==> config.mk <==
export PLATFORM = sky130hd
export DESIGN_NAME = wpm_calculator
export DESIGN_NICKNAME = d
export VERILOG_FILES = /design/src/rtl/wpm_calculator.sv
export SDC_FILE = /design/constraint.sdc
export NUM_CORES = 1
export LEC_CHECK = 0
export BUFFER_PORTS_ARGS = -buffer_cell sky130_fd_sc_hd__buf_4
export CORE_MARGIN = 3
export CORE_UTILIZATION = 41
export DETAILED_ROUTE_END_ITERATION = 12
export GPL_ROUTABILITY_DRIVEN = 0
export HOLD_SLACK_MARGIN = 0.15
export PLACE_DENSITY_LB_ADDON = 0.08
export SKIP_CTS_REPAIR_TIMING = 1
export SLEW_MARGIN = 30
export SYNTH_ARGS = -nofsm -noshare
export SYNTH_HDL_FRONTEND = slang
export SYNTH_SLANG_ARGS = --single-unit
==> constraint.sdc <==
create_clock -name clk -period 14.95 [get_ports clk]
set_input_delay 2.99 -clock clk [delete_from_list [all_inputs] [get_ports clk]]
set_output_delay 2.99 -clock clk [all_outputs]
set_load 0.1 [all_outputs]
==> src/rtl/wpm_calculator.sv <==
// Words-per-minute calculator: counts completed words, converts the BCD stopwatch
// time into tenths of a second and divides words*600 by it with a restoring divider.
module wpm_calculator #(
    parameter int unsigned WORD_W = 11,
    parameter int unsigned TIME_W = 13,
    parameter int unsigned NUM_W  = 21
) (
    input  logic              clk,
    input  logic              reset,
    input  logic              run,
    input  logic              clear,
    input  logic              word_complete,
    input  logic [3:0]        minutes,
    input  logic [3:0]        sec_high,
    input  logic [3:0]        sec_low,
    input  logic [3:0]        tenths,
    output logic [WORD_W-1:0] total_words,
    output logic [WORD_W-1:0] wpm,
    output logic              wpm_valid,
    output logic              busy
);

    // One extra bit so out-of-range BCD digits (up to 10665) cannot wrap.
    localparam int unsigned DEN_W = TIME_W + 1;
    localparam int unsigned REM_W = DEN_W + 1;
    localparam int unsigned CNT_W = $clog2(NUM_W);
    localparam logic [WORD_W-1:0] WORD_MAX = '1;
    localparam logic [CNT_W-1:0]  LAST_BIT = CNT_W'(NUM_W - 1);

    typedef enum logic [1:0] {
        IDLE,
        LOAD,
        DIV,
        DONE
    } state_t;

    state_t              state;
    state_t              state_next;
    logic                word_prev;
    logic [3:0]          tenths_prev;
    logic                pending;
    logic                pending_next;
    logic [DEN_W-1:0]    den_q;
    logic [DEN_W-1:0]    den_next;
    logic [DEN_W-1:0]    rem_q;
    logic [DEN_W-1:0]    rem_next;
    logic [NUM_W-1:0]    quo_q;
    logic [NUM_W-1:0]    quo_next;
    logic [CNT_W-1:0]    cnt_q;
    logic [CNT_W-1:0]    cnt_next;
    logic [WORD_W-1:0]   words_next;
    logic [WORD_W-1:0]   wpm_next;
    logic                wpm_valid_next;
    logic                busy_next;

    logic                word_count;
    logic                req;
    logic [DEN_W-1:0]    den_calc;
    logic [REM_W-1:0]    trial;
    logic                fits;
    logic [DEN_W-1:0]    rem_step;
    logic [NUM_W-1:0]    quo_step;

    // Request detection and operand conversion
    always_comb begin
        word_count = word_complete && !word_prev && run && (total_words != WORD_MAX);
        req        = word_count || (tenths != tenths_prev);
        words_next = total_words + WORD_W'(word_count);
        den_calc   = DEN_W'(minutes)  * DEN_W'(600)
                   + DEN_W'(sec_high) * DEN_W'(100)
                   + DEN_W'(sec_low)  * DEN_W'(10)
                   + DEN_W'(tenths);
    end

    // One restoring-division step: the dividend shifts out of quo_q MSB first
    // while quotient bits shift in at the bottom.
    always_comb begin
        trial    = {rem_q, quo_q[NUM_W-1]};
        fits     = (trial >= REM_W'(den_q));
        rem_step = fits ? DEN_W'(trial - REM_W'(den_q)) : DEN_W'(trial);
        quo_step = {quo_q[NUM_W-2:0], fits};
    end

    // Next-state and datapath control
    always_comb begin
        state_next     = state;
        pending_next   = pending;
        den_next       = den_q;
        rem_next       = rem_q;
        quo_next       = quo_q;
        cnt_next       = cnt_q;
        wpm_next       = wpm;
        wpm_valid_next = 1'b0;

        case (state)
            IDLE: begin
                if (req || pending) begin
                    state_next   = LOAD;
                    pending_next = 1'b0;
                end
            end
            LOAD: begin
                den_next = den_calc;
                quo_next = NUM_W'(total_words) * NUM_W'(600);
                rem_next = '0;
                cnt_next = '0;
                if (den_calc == '0) begin
                    state_next     = DONE;
                    wpm_next       = '0;
                    wpm_valid_next = 1'b1;
                end else begin
                    state_next = DIV;
                end
            end
            DIV: begin
                rem_next = rem_step;
                quo_next = quo_step;
                cnt_next = cnt_q + CNT_W'(1);
                if (cnt_q == LAST_BIT) begin
                    state_next     = DONE;
                    wpm_valid_next = 1'b1;
                    wpm_next       = (quo_step > NUM_W'(WORD_MAX)) ? WORD_MAX
                                                                   : WORD_W'(quo_step);
                end
            end
            DONE: begin
                if (pending) begin
                    state_next   = LOAD;
                    pending_next = 1'b0;
                end else begin
                    state_next = IDLE;
                end
            end
            default: state_next = IDLE;
        endcase

        // Requests while a calculation is in flight collapse into one follow-on run.
        if (req && (state != IDLE)) begin
            pending_next = 1'b1;
        end

        busy_next = (state_next != IDLE);
    end

    always_ff @(posedge clk) begin
        if (reset || clear) begin
            state       <= IDLE;
            word_prev   <= 1'b0;
            tenths_prev <= '0;
            pending     <= 1'b0;
            den_q       <= '0;
            rem_q       <= '0;
            quo_q       <= '0;
            cnt_q       <= '0;
            total_words <= '0;
            wpm         <= '0;
            wpm_valid   <= 1'b0;
            busy        <= 1'b0;
        end else begin
            state       <= state_next;
            word_prev   <= word_complete;
            tenths_prev <= tenths;
            pending     <= pending_next;
            den_q       <= den_next;
            rem_q       <= rem_next;
            quo_q       <= quo_next;
            cnt_q       <= cnt_next;
            total_words <= words_next;
            wpm         <= wpm_next;
            wpm_valid   <= wpm_valid_next;
            busy        <= busy_next;
        end
    end

endmodule

* Word-level counts from Yosys, hierarchy flattened
Cells that the tools add are included.
W data, S select, Z words.
** Operators by class
- $add $sub $neg :: 6
- $mul :: 4
- Divide/modulo/power cells :: 0
- Magnitude comparators :: 2
- Eq/ne operators :: 9
- Shifts and indexed selects :: 0
- Mux-type cells :: 19
- Bitwise operators :: 0
- Reductions and logical operators :: 16
** Operators by type and width (count)
- $pmux W21 S2 :: 1
- $mux W11 :: 3
- $pmux W14 S2 :: 1
- $pmux W11 S2 :: 1
- $gt A21 B11 Y1 const B :: 1
- $mul A11 B7 Y18 const B :: 1
- $ge A15 B14 Y1 :: 1
- $add A14 B11 Y14 :: 1
- $add A14 B4 Y14 :: 1
- $add A14 B8 Y14 :: 1
- $logic_not A14 Y1 :: 1
- $mux W14 :: 1
- $sub A14 B14 Y14 :: 1
- $add A11 B1 Y11 :: 1
- $mul A4 B7 Y11 const B :: 1
- $ne A11 B11 Y1 const B :: 1
- $pmux W5 S2 :: 1
- $mul A4 B5 Y9 const B :: 1
- $pmux W2 S4 :: 1
- $mul A4 B3 Y7 const B :: 1
- $mux W1 :: 6
- $reduce_bool A2 Y1 :: 3
- $add A5 B1 Y5 const B :: 1
- $eq A5 B5 Y1 const B :: 1
- 14 further kinds :: 23
** Word-level totals
- Bits in registers :: 86
- Latch bits :: 0
- RAM bits :: 0
- Memory bits (read-only) :: 0
- Input bits :: 21
- Memories :: 0

* Longest topological paths before layout
Gate-level depths: netlist of the first run.
- Depth after elaboration :: 9
- Mapped depth :: 22
- Gate-level depth less buffers :: 21

* Worst setup path before layout of the first run
Ideal clock, no wire load.
- Kind :: input -> register
- Start :: input port minutes[2]
- End :: register wpm[1]
- Setup time :: 0.123 ns
- Data arrival time :: 6.874 ns
- Data required time :: 14.827 ns
- Setup slack :: 7.953 ns
- Cell stages on the path :: 22
- Path buffers :: 1
- Path through :: ha_1 > inv_1 > fa_1 > inv_1 > ha_1 > a31oi_1 > nor2b_1 > o21ai_0 > nand2_1 > xor2_1 > ha_1 > ha_1 > ha_1 > nand2_1 > o31ai_1 > a21oi_1 > a311oi_1 > nand4_1 > nor4_1 > nor2_1 > buf_6 > mux2i_1
** Between the ends
- Cells in the longest elaborated chain, start to end :: 7
** Ends and longest elaborated chain
- start, declared :: line 13 : input logic [3:0] minutes,
- $mul A4 B7 Y11 :: line 69 : den_calc = DEN_W'(minutes) * DEN_W'(600)
- $add A14 B11 Y14 :: line 70 : + DEN_W'(sec_high) * DEN_W'(100)
- $add A14 B8 Y14 :: line 71 : + DEN_W'(sec_low) * DEN_W'(10)
- $add A14 B4 Y14 :: line 72 : + DEN_W'(tenths);
- $logic_not A14 Y1 :: line 107 : if (den_calc == '0) begin
- $ne A2 B2 Y1 (no line)
- $reduce_and A3 Y1 (no line)
- end signal, assigned :: line 169 : wpm <= wpm_next;
- end, declared :: line 18 : output logic [WORD_W-1:0] wpm,
Every way passes these cells.
A chain may end at the register's enable or synchronous reset.

* Final worst setup path of the first run
- Start :: input port minutes[2]
- End :: register wpm[5]
Same word-level chain as after synthesis.

==> flow_summary.toml, run 1 <==
[outcome]
status = "finished, final reports clean"

[floorplan]
floorplan.core_area_um2 = 16800
die-height_um = 138
starting_density_of_the_core_pct = 42.4
rows = 47
die_w_um = 138
pin_count = 45
die_area_um2 = 19000

[sta]
min_period_over_period_pct = 52.2
fin_tns_setup_ps = 0
final_hold_vio_count = 0
worst-slew-pin-transition_ps = 888
worst_clock_skew_ps = 9.71
final_max_slew_viol_count = 0
slew_headroom_pct = 40.8
setup_repair_after_global_routing_missed_its_margin = "false"
period_minus_slack_ps = 7800
setup_violations = 0
maxClockFrequency_ghz = 0.128

[synthesis]
synth.distinct_cells = 55
warning_count_from_the_yosys_run = 0
post_synth.cell_area_avg_um2 = 8.53
synth_simple_gate_area_share_pct = 14.7
synth-edff-count = 0
synth_seq_cells = 86
post_synth_mux_area_share_pct = 4.40
synth_xor_xnor_area_share_pct = 5.65
mappedNetlistNets = 999
synth_area_um2 = 7130
synthesis.instances = 836
synth_compound_gate_area_share_pct = 16.5
yosys.area_share.adder_pct = 27.5
synthArstFlopShare_pct = 0
dominant_combinational_cell_family_by_area_after_synthesis = "adder cells"
synthFlopType = "dfxtp_1"
synth_seq_area_share_pct = 24.1

[global_route]
global_route_wire_length_before_repair_um = 27100
number_of_antenna_violations_at_the_first_check_in_global_routing = 0
gr-usage-all-layers_pct = 17.7
grt-ovfl-total = 0
grt_max_degree = 47
grt_pass1_vias = 5566

[routing]
remaining_drc_errors = 0
detailed_routing_iterations_pass_1 = 5
drt-initial-drc-count = 387
ant_nets = 0
routed_wire_length_per_instance_um = 14.6
finalWirelength_um = 16000
via_per_inst = 5.26
vias = 5751

[clock_network]
cts.reportedPaths.clkPinSlew_ps = 70
tritoncts_buffer_count = 9
clock_latency_ps = 350
clock_sink_count = 86
clock_tree.root_cell = "clkbuf_16"
max-clock-path-buffers = 2
htree_depth = 3
cts_tree = "built"

[critical_path]
critical-path-top-delay-family = "adder cells"
rr_worst_depth = 15
regToRegStartpoint = "total_words[3]$_SDFF_PP0_"
path_max_fanout = 11
cp.arrival_ps = 8010
critPathMaxStageDelay_ps = 640
crit_path_cell_trace = "buf_4 > ha_1 > inv_1 > fa_1 > inv_1 > ha_1 > a31oi_1 > nor2b_1 > o21ai_0 > nand2_1 > xor2_1 > ha_1 > ha_1 > ha_1 > nand2_1 > o31ai_1 > a21oi_1 > a311oi_1 > nand4_1 > nor4_1 > nor2_2 > mux2i_1"
critPathLaunch = "minutes[2]"
crit_path_buffers_inverters = 3
cp_slowest_cell = "nor4_1"
timing.setup.critical_path_class = "in -> reg"
cp.required_ps = 15160
worst-path-stages = 22
crit_path_end_kind = "flip-flop"
setup.worst_path.start_class = "primary input"
crit_top_cell = "ha_1"

[cells_and_area]
finalNonFillerCells = 1093
final_layout_size_suffix_gt1_share_pct = 9.28
layout.area.seq_um2 = 1720
fin_util_pct = 47.3
fillCellCount = 1698
num_antenna_cells = 0
nets = 1031
multi_input_comb_area_um2 = 4910
flow.area_growth_from_synthesis_pct = 11.6

[placed_design]
placement.io_buffers = 44
post-dp-hpwl_um = 12600
dp_cells = 1077

[pwr]
vdd.ir_drop.worst_mv = 0.0575
power.static_leakage_nw = 3.74
cellPowerDensity_nw_per_um2 = 98.5

[worst_hold_path]
min_from = "wpm[1]$_SDFFE_PP0P_"
worstHoldPathCells = 2
min-delay-path-class = "reg -> reg"

[run]
timing.max_cap.violations = 0
## cells by family (layout without fill, tap and decap cells)
family / after synthesis / count (layout)
buf+inv: 129 / 166
xor+xnor: 46 / 46
mux: 31 / 31
flops: 86 / 86
simple gates: 230 / 230
fa+ha+maj: 142 / 142
compound gates: 172 / 172
## cells in the final DEF, fill, tap and decap left out, drive strengths merged, types with 9 or more instances in the layout
| cell | n |
|---|---|
| a31oi | 11 |
| inv | 106 |
| o21ai | 38 |
| o211ai | 15 |
| dfxtp | 86 |
| xor2 | 25 |
| clkbuf | 9 |
| xnor2 | 21 |
| mux2i | 28 |
| ha | 117 |
| a21oi | 52 |
| a21o | 11 |
| nor2 | 73 |
| nand3 | 16 |
| fa | 25 |
| a211oi | 10 |
| nand4 | 9 |
| nand2 | 72 |
| nor3 | 11 |
| buf | 47 |
## sequential cells by signal, indices dropped and copies added, names as in the netlist
name,flops
quo_q,21
den_q,14
rem_q,14
total_words,11
wpm,11
cnt_q,5
tenths_prev,4
state,2
busy,1
pending,1
word_prev,1
wpm_valid,1
## layout make-up
class	instances	share of cell area, %
multi-input combinational	621	61.7
sequential	86	21.6
inverter	103	4.86
timing repair buffer	47	4.43
tap	220	3.46
clock buffer	9	2.83
clock inverter	7	1.05
## path summary, 6_finish.rpt
| check | endpoint | slack [ps] |
|---|---|---|
| max | wpm[5]$_SDFFE_PP0P_ | 7150 |
| max reg2reg | quo_q[20]$_SDFFE_PP0P_ | 10800 |
| min | wpm[1]$_SDFFE_PP0P_ | 460 |
| min reg2reg | wpm[1]$_SDFFE_PP0P_ | 460 |
## report_power, final
part           leakage [nW]  internal, mW  total, mW  switching (mW)
combinational          2.90         0.122      0.307           0.184
sequential            0.696         0.235      0.239         0.00399
clock                 0.149         0.133      0.239           0.106
## Yosys cell counts (all sizes together), types with 10 or more instances
cell type  count  area (µm²)
nor3          11        55.1
a21oi         52         264
nand3         16        80.1
a211oi        10        75.1
nand2         72         270
nor2          73         274
o21ai         38         190
dfxtp         86        1720
fa            25         500
a31oi         11        75.1
o211ai        15         113
ha           117        1460
xnor2         21         184
inv          101         379
mux2i         28         280
clkbuf        21        78.8
xor2          25         219
a21o          11        82.6
## tightest hold or removal path: cells and delay by family (launching register included)
kind	cells	cell delay [ps]
flip-flops	1	310
AND/OR/NAND/NOR	1	50
multiplexers	1	50
## routing by layer
metal	global-route usage, %	up-vias	share of wire (%)
met3	2.18	15	3.3
met1	26.1	2683	52
li1	-	2955	-
met5	0	-	0
met2	27.3	98	43
met4	5.10	0	1.4
## stage by stage
stage          area [µm²]  setup slack [ps]  total power, mW  hold slack, ps
4_1_cts              7960              7210            0.792             469
3_3_place_gp         7640              6760            0.544             449
5_1_grt              7960              6890            0.845             483
6_report             7960              7150            0.784             464
2_1_floorplan        7130              7950            0.485             442
3_5_place_dp         7650              6850            0.548             459
Note: power is estimated with default switching activity, not from simulation.
==> run 2: changes to the inputs <==
--- a/config.mk
+++ b/config.mk
@@ -5,6 +5,7 @@
 export SDC_FILE = /design/constraint.sdc
 export NUM_CORES = 1
 export LEC_CHECK = 0
+export ABC_AREA = 1
 export BUFFER_PORTS_ARGS = -buffer_cell sky130_fd_sc_hd__buf_4
 export CORE_MARGIN = 3
 export CORE_UTILIZATION = 41
==> constraint.sdc (replaced) <==
create_clock -name clk -period 8.1 [get_ports clk]
set_input_delay 1.62 -clock clk [delete_from_list [all_inputs] [get_ports clk]]
set_output_delay 1.62 -clock clk [all_outputs]
set_load 0.1 [all_outputs]
==> flow_summary.toml, run 2 <==
[outcome]
status = "finished, final reports clean"

[sta]
final_max_slew_viol_count = 0
period_minus_slack_ps = 5580
min_period_over_period_pct = 68.9
fin_tns_setup_ps = 0
setup_repair_after_global_routing_missed_its_margin = "false"
maxClockFrequency_ghz = 0.179
worst-slew-pin-transition_ps = 875
setup_violations = 0
slew_headroom_pct = 41.7
worst_clock_skew_ps = 12.1
final_hold_vio_count = 0

[placed_design]
post-dp-hpwl_um = 13300
placed_area_um2 = 8000
placement.io_buffers = 44

[cells_and_area]
flow.area_growth_from_synthesis_pct = 11.0
final_design_area_no_fill_um2 = 8310
largest_register = "quo_q"
most-common-layout-cells = "215 x nand2_1, 197 x inv_1, 117 x ha_1, 103 x a21oi_1, 86 x dfxtp_1"
largest_registers = "quo_q: 21 flops, den_q: 14 flops, rem_q: 14 flops"
nets = 1244
num_antenna_cells = 0
largest_register_ff_count = 21
final_common_cell = "nand2_1"
final_layout_size_suffix_gt1_share_pct = 8.66

[synthesis]
synth_seq_area_share_pct = 23.0
synth.distinct_cells = 41
synth_top_area_share_pct = 23.0
post_synth.cell_area_avg_um2 = 7.15
ys_top_cells_by_area = "dfxtp_1 23%, ha_1 20%, nand2_1 11%, inv_1 9.9%, a21oi_1 6.9%"
synthesis.instances = 1046
synth.most_common_cell = "nand2_1"
mappedNetlistNets = 1209
synthFlopType = "dfxtp_1"
synth.largest_area_cell = "dfxtp_1"
warning_count_from_the_yosys_run = 0
synth_commonest_cells = "215 x nand2_1, 197 x inv_1, 117 x ha_1, 103 x a21oi_1, 86 x dfxtp_1"
synth_seq_cells = 86
synth_area_um2 = 7480
synthArstFlopShare_pct = 0
synth-edff-count = 0

[critical_path]
cp_slowest_cell = "fa_1"
crit_path_buffers_inverters = 5
cp.required_ps = 8310
setup.worst_path.start_class = "primary input"
crit_top_cell = "ha_1"
timing.setup.critical_path_class = "in -> reg"
crit_path_end_kind = "flip-flop"
critPathMaxStageDelay_ps = 380
cp.arrival_ps = 5800
critical-path-top-delay-family = "adder cells"
path_max_fanout = 12

[routing]
finalWirelength_um = 16700
ant_nets = 0
remaining_drc_errors = 0
vias = 6356
drt-initial-drc-count = 295
detailed_routing_iterations_pass_1 = 5
routed_wire_length_per_instance_um = 12.7
via_per_inst = 4.85

[floorplan]
rows = 48
die-height_um = 141
pin_count = 45
floorplan.core_area_um2 = 17600
die_w_um = 141
starting_density_of_the_core_pct = 42.5
die_area_um2 = 19900

[global_route]
global_route_wire_length_before_repair_um = 28700
grt-ovfl-total = 0
gr-usage-all-layers_pct = 17.4
grt_pass1_vias = 5866
grt_max_degree = 49
number_of_antenna_violations_at_the_first_check_in_global_routing = 0

[pwr]
pwr-share-clk_pct = 30.4
power_switching_share_pct = 38.6
vdd.ir_drop.worst_mv = 0.126
power.static_leakage_nw = 4.32
p_switching_mw = 0.554
combPwrFrac_pct = 39.5
cellPowerDensity_nw_per_um2 = 173
total_internal_power_mw = 0.881
seqPwrFrac_pct = 30.1

[clock_network]
htree_depth = 3
clock_latency_ps = 350
clock_sink_count = 86
cts.reportedPaths.clkPinSlew_ps = 70
tritoncts_buffer_count = 9
max-clock-path-buffers = 2
clock_tree.root_cell = "clkbuf_16"
cts_tree = "built"

[run]
timing.max_cap.violations = 0

[worst_hold_path]
min-delay-path-class = "reg -> reg"
[run 2: cell type report]
type / instances / area [µm²]
clock buffer: 9 / 225
multi-input combinational: 734 / 4870
sequential: 86 / 1720
clock inverter: 7 / 87.6
timing repair buffer: 49 / 368
inverter: 201 / 754
tap: 225 / 282
fill: 1874 / 9290
[run 2: worst paths after layout]
check                             from                      to  slack, ps  cells past startpoint
max                         minutes[2]     wpm[6]$_SDFFE_PP0P_       2520                     26
min                wpm[3]$_SDFFE_PP0P_     wpm[3]$_SDFFE_PP0P_        460                      2
max reg2reg  total_words[4]$_SDFF_PP0_  quo_q[15]$_SDFFE_PP0P_       4030                     15
min reg2reg        wpm[3]$_SDFFE_PP0P_     wpm[3]$_SDFFE_PP0P_        460                      2
[run 2: logic make-up after synthesis]
kind of cell	after synthesis	share of synthesized area [%]
AOI/OAI and AO/OA	188	13.7
xor gates and xnor gates	29	3.39
adders and majority gates	142	26.3
buffers and inverters	226	11.9
DFF	86	23.0
and+or+nand+nor	375	21.7
[run 2: power groups by stage]
| stage | Sequential [mW] | Clock, mW | Combinational (mW) |
|---|---|---|---|
| final | 0.432 | 0.437 | 0.566 |
| after global routing | 0.432 | 0.466 | 0.659 |
| after CTS | 0.432 | 0.452 | 0.574 |
| after detailed placement | 0.442 | 0 | 0.568 |
| after global placement | 0.442 | 0 | 0.567 |
| after floorplan | 0.446 | 0 | 0.447 |
[run 2: tightest hold or removal path, stage by stage (launching register included)]
cell and delay [ps]:
dfxtp_1 310, nand2_1 60, a21oi_1 50
[run 2: layer usage]
layer / vias up / wire [µm] / global-route usage [%]
met2: 78 / 6810 / 25.5
met4: 0 / 158 / 3.98
met1: 2816 / 9190 / 26.8
li1: 3451 / - / -
met5: - / 0 / 0
met3: 11 / 531 / 2.61
[run 2: metrics by stage]
stage / hold slack, ps / cells / setup slack [ps] / utilization, % / power [mW]
floorplan: 440 / 1046 / 2720 / - / 0.893
global placement: 449 / 1295 / 2220 / 45.4 / 1.01
detailed placement: 455 / 1295 / 2160 / 45.4 / 1.01
CTS: 466 / 1311 / 2510 / 47.2 / 1.46
global route: 485 / 1311 / 2150 / 47.2 / 1.56
finish: 461 / 1311 / 2520 / 47.2 / 1.44
==> run 3: changes to the inputs <==
==> constraint.sdc (replaced) <==
create_clock -name clk -period 5.75 [get_ports clk]
set_input_delay 1.15 -clock clk [delete_from_list [all_inputs] [get_ports clk]]
set_output_delay 1.15 -clock clk [all_outputs]
set_load 0.1 [all_outputs]
==> flow_summary.toml, run 3 (same netlist as run 2, synthesis figures left out) <==
[global_route]
grt_pass1_vias = 6011
global_route_wire_length_before_repair_um = 29000
gr-usage-all-layers_pct = 17.5
grt_max_degree = 61
grt-ovfl-total = 0
number_of_antenna_violations_at_the_first_check_in_global_routing = 0

[cells_and_area]
final_layout_size_suffix_gt1_share_pct = 8.66
largest_registers = "quo_q: 21 flops, den_q: 14 flops, rem_q: 14 flops"
flow.area_growth_from_synthesis_pct = 11.0
largest_register_ff_count = 21
num_antenna_cells = 0
nets = 1244
fin_util_pct = 47.2
largest_register = "quo_q"
most-common-layout-cells = "215 x nand2_1, 197 x inv_1, 117 x ha_1, 103 x a21oi_1, 86 x dfxtp_1"
final_common_cell = "nand2_1"

[sta]
slew_headroom_pct = 40.0
worst_clock_skew_ps = 11.6
hold_slack_ps = 460
min_period_over_period_pct = 88.7
fin_tns_setup_ps = 0
final_hold_vio_count = 0
final_max_slew_viol_count = 0
period_minus_slack_ps = 5100
maxClockFrequency_ghz = 0.196
setup_repair_after_global_routing_missed_its_margin = "false"
worst-slew-pin-transition_ps = 901
setup_violations = 0

[floorplan]
starting_density_of_the_core_pct = 42.5
rows = 48
die_area_um2 = 19900
die-height_um = 141
floorplan.core_area_um2 = 17600
pin_count = 45
die_w_um = 141

[routing]
met3_wire_length_um = 678
remaining_drc_errors = 0
vias = 6329
drt-initial-drc-count = 334
detailed_route_wire_length_on_metal_1_um = 9250
routed_wire_length_per_instance_um = 12.6
routed.top_layer = "met4"
detailroute.wirelength.met2_um = 6470
ant_nets = 0
detailed_routing_iterations_pass_1 = 5
via_per_inst = 4.83
finalWirelength_um = 16500

[pwr]
cellPowerDensity_nw_per_um2 = 242
vdd.ir_drop.worst_mv = 0.149
power_mw = 2.01
power.static_leakage_nw = 4.32

[placed_design]
placement.io_buffers = 44
post-dp-hpwl_um = 13100

[critical_path]
setup.worst_path.start_class = "primary input"
critical-path-top-delay-family = "adder cells"
cp.required_ps = 5960
path_max_fanout = 12
cp.arrival_ps = 5300
cp_slowest_cell = "fa_1"
crit_path_end_kind = "flip-flop"
crit_top_cell = "ha_1"
timing.setup.critical_path_class = "in -> reg"
critPathMaxStageDelay_ps = 380
crit_path_buffers_inverters = 5

[outcome]
status = "finished, final reports clean"

[clock_network]
tritoncts_buffer_count = 9
cts.reportedPaths.clkPinSlew_ps = 70
clock_sink_count = 86
clock_latency_ps = 350
htree_depth = 3
clock_tree.root_cell = "clkbuf_16"
cts_tree = "built"
max-clock-path-buffers = 2

[run]
timing.max_cap.violations = 0

[worst_hold_path]
min-delay-path-class = "reg -> reg"
==> run 3: cell type report <==
cell class / count / area (µm²)
repair buffers: 49 / 368
clock inverters: 7 / 87.6
well taps: 225 / 282
multi-input cells: 734 / 4870
inverters: 201 / 754
flip-flops and latches: 86 / 1720
clock buffers: 9 / 225
fillers: 1856 / 9290
==> run 3: worst paths after layout <==
path,slack (ps),startpoint,endpoint,cells past startpoint
setup / recovery,650,minutes[2],wpm[4]$_SDFFE_PP0P_,26
hold / removal,460,wpm[5]$_SDFFE_PP0P_,wpm[5]$_SDFFE_PP0P_,2
setup reg to reg,1680,total_words[4]$_SDFF_PP0_,quo_q[15]$_SDFFE_PP0P_,15
hold reg to reg,460,wpm[5]$_SDFFE_PP0P_,wpm[5]$_SDFFE_PP0P_,2
==> run 3: tightest hold or removal path: stages, from the launching register on <==
cell	delay, ps
dfxtp_1	310
nand2_1	60
a21oi_1	50
==> run 3: metal layers <==
| metal | global-route usage (%) | vias up |
|---|---|---|
| li1 | - | 3441 |
| met1 | 26.7 | 2764 |
| met2 | 25.6 | 113 |
| met3 | 3.39 | 11 |
| met4 | 3.52 | 0 |
| met5 | 0 | - |
==> run 3: where the power goes <==
part | total [mW] | switching [mW] | internal [mW]
Sequential | 0.609 | 0.00495 | 0.604
Clock | 0.613 | 0.265 | 0.347
Combinational | 0.790 | 0.503 | 0.287
==> run 3: through the flow <==
| stage | area [µm²] | setup slack (ps) | cells |
|---|---|---|---|
| after floorplan | 7480 | 843 | 1046 |
| after global placement | 8000 | 317 | 1295 |
| after detailed placement | 8000 | 277 | 1295 |
| after CTS | 8310 | 642 | 1311 |
| after global routing | 8310 | 242 | 1311 |
| final | 8310 | 652 | 1311 |
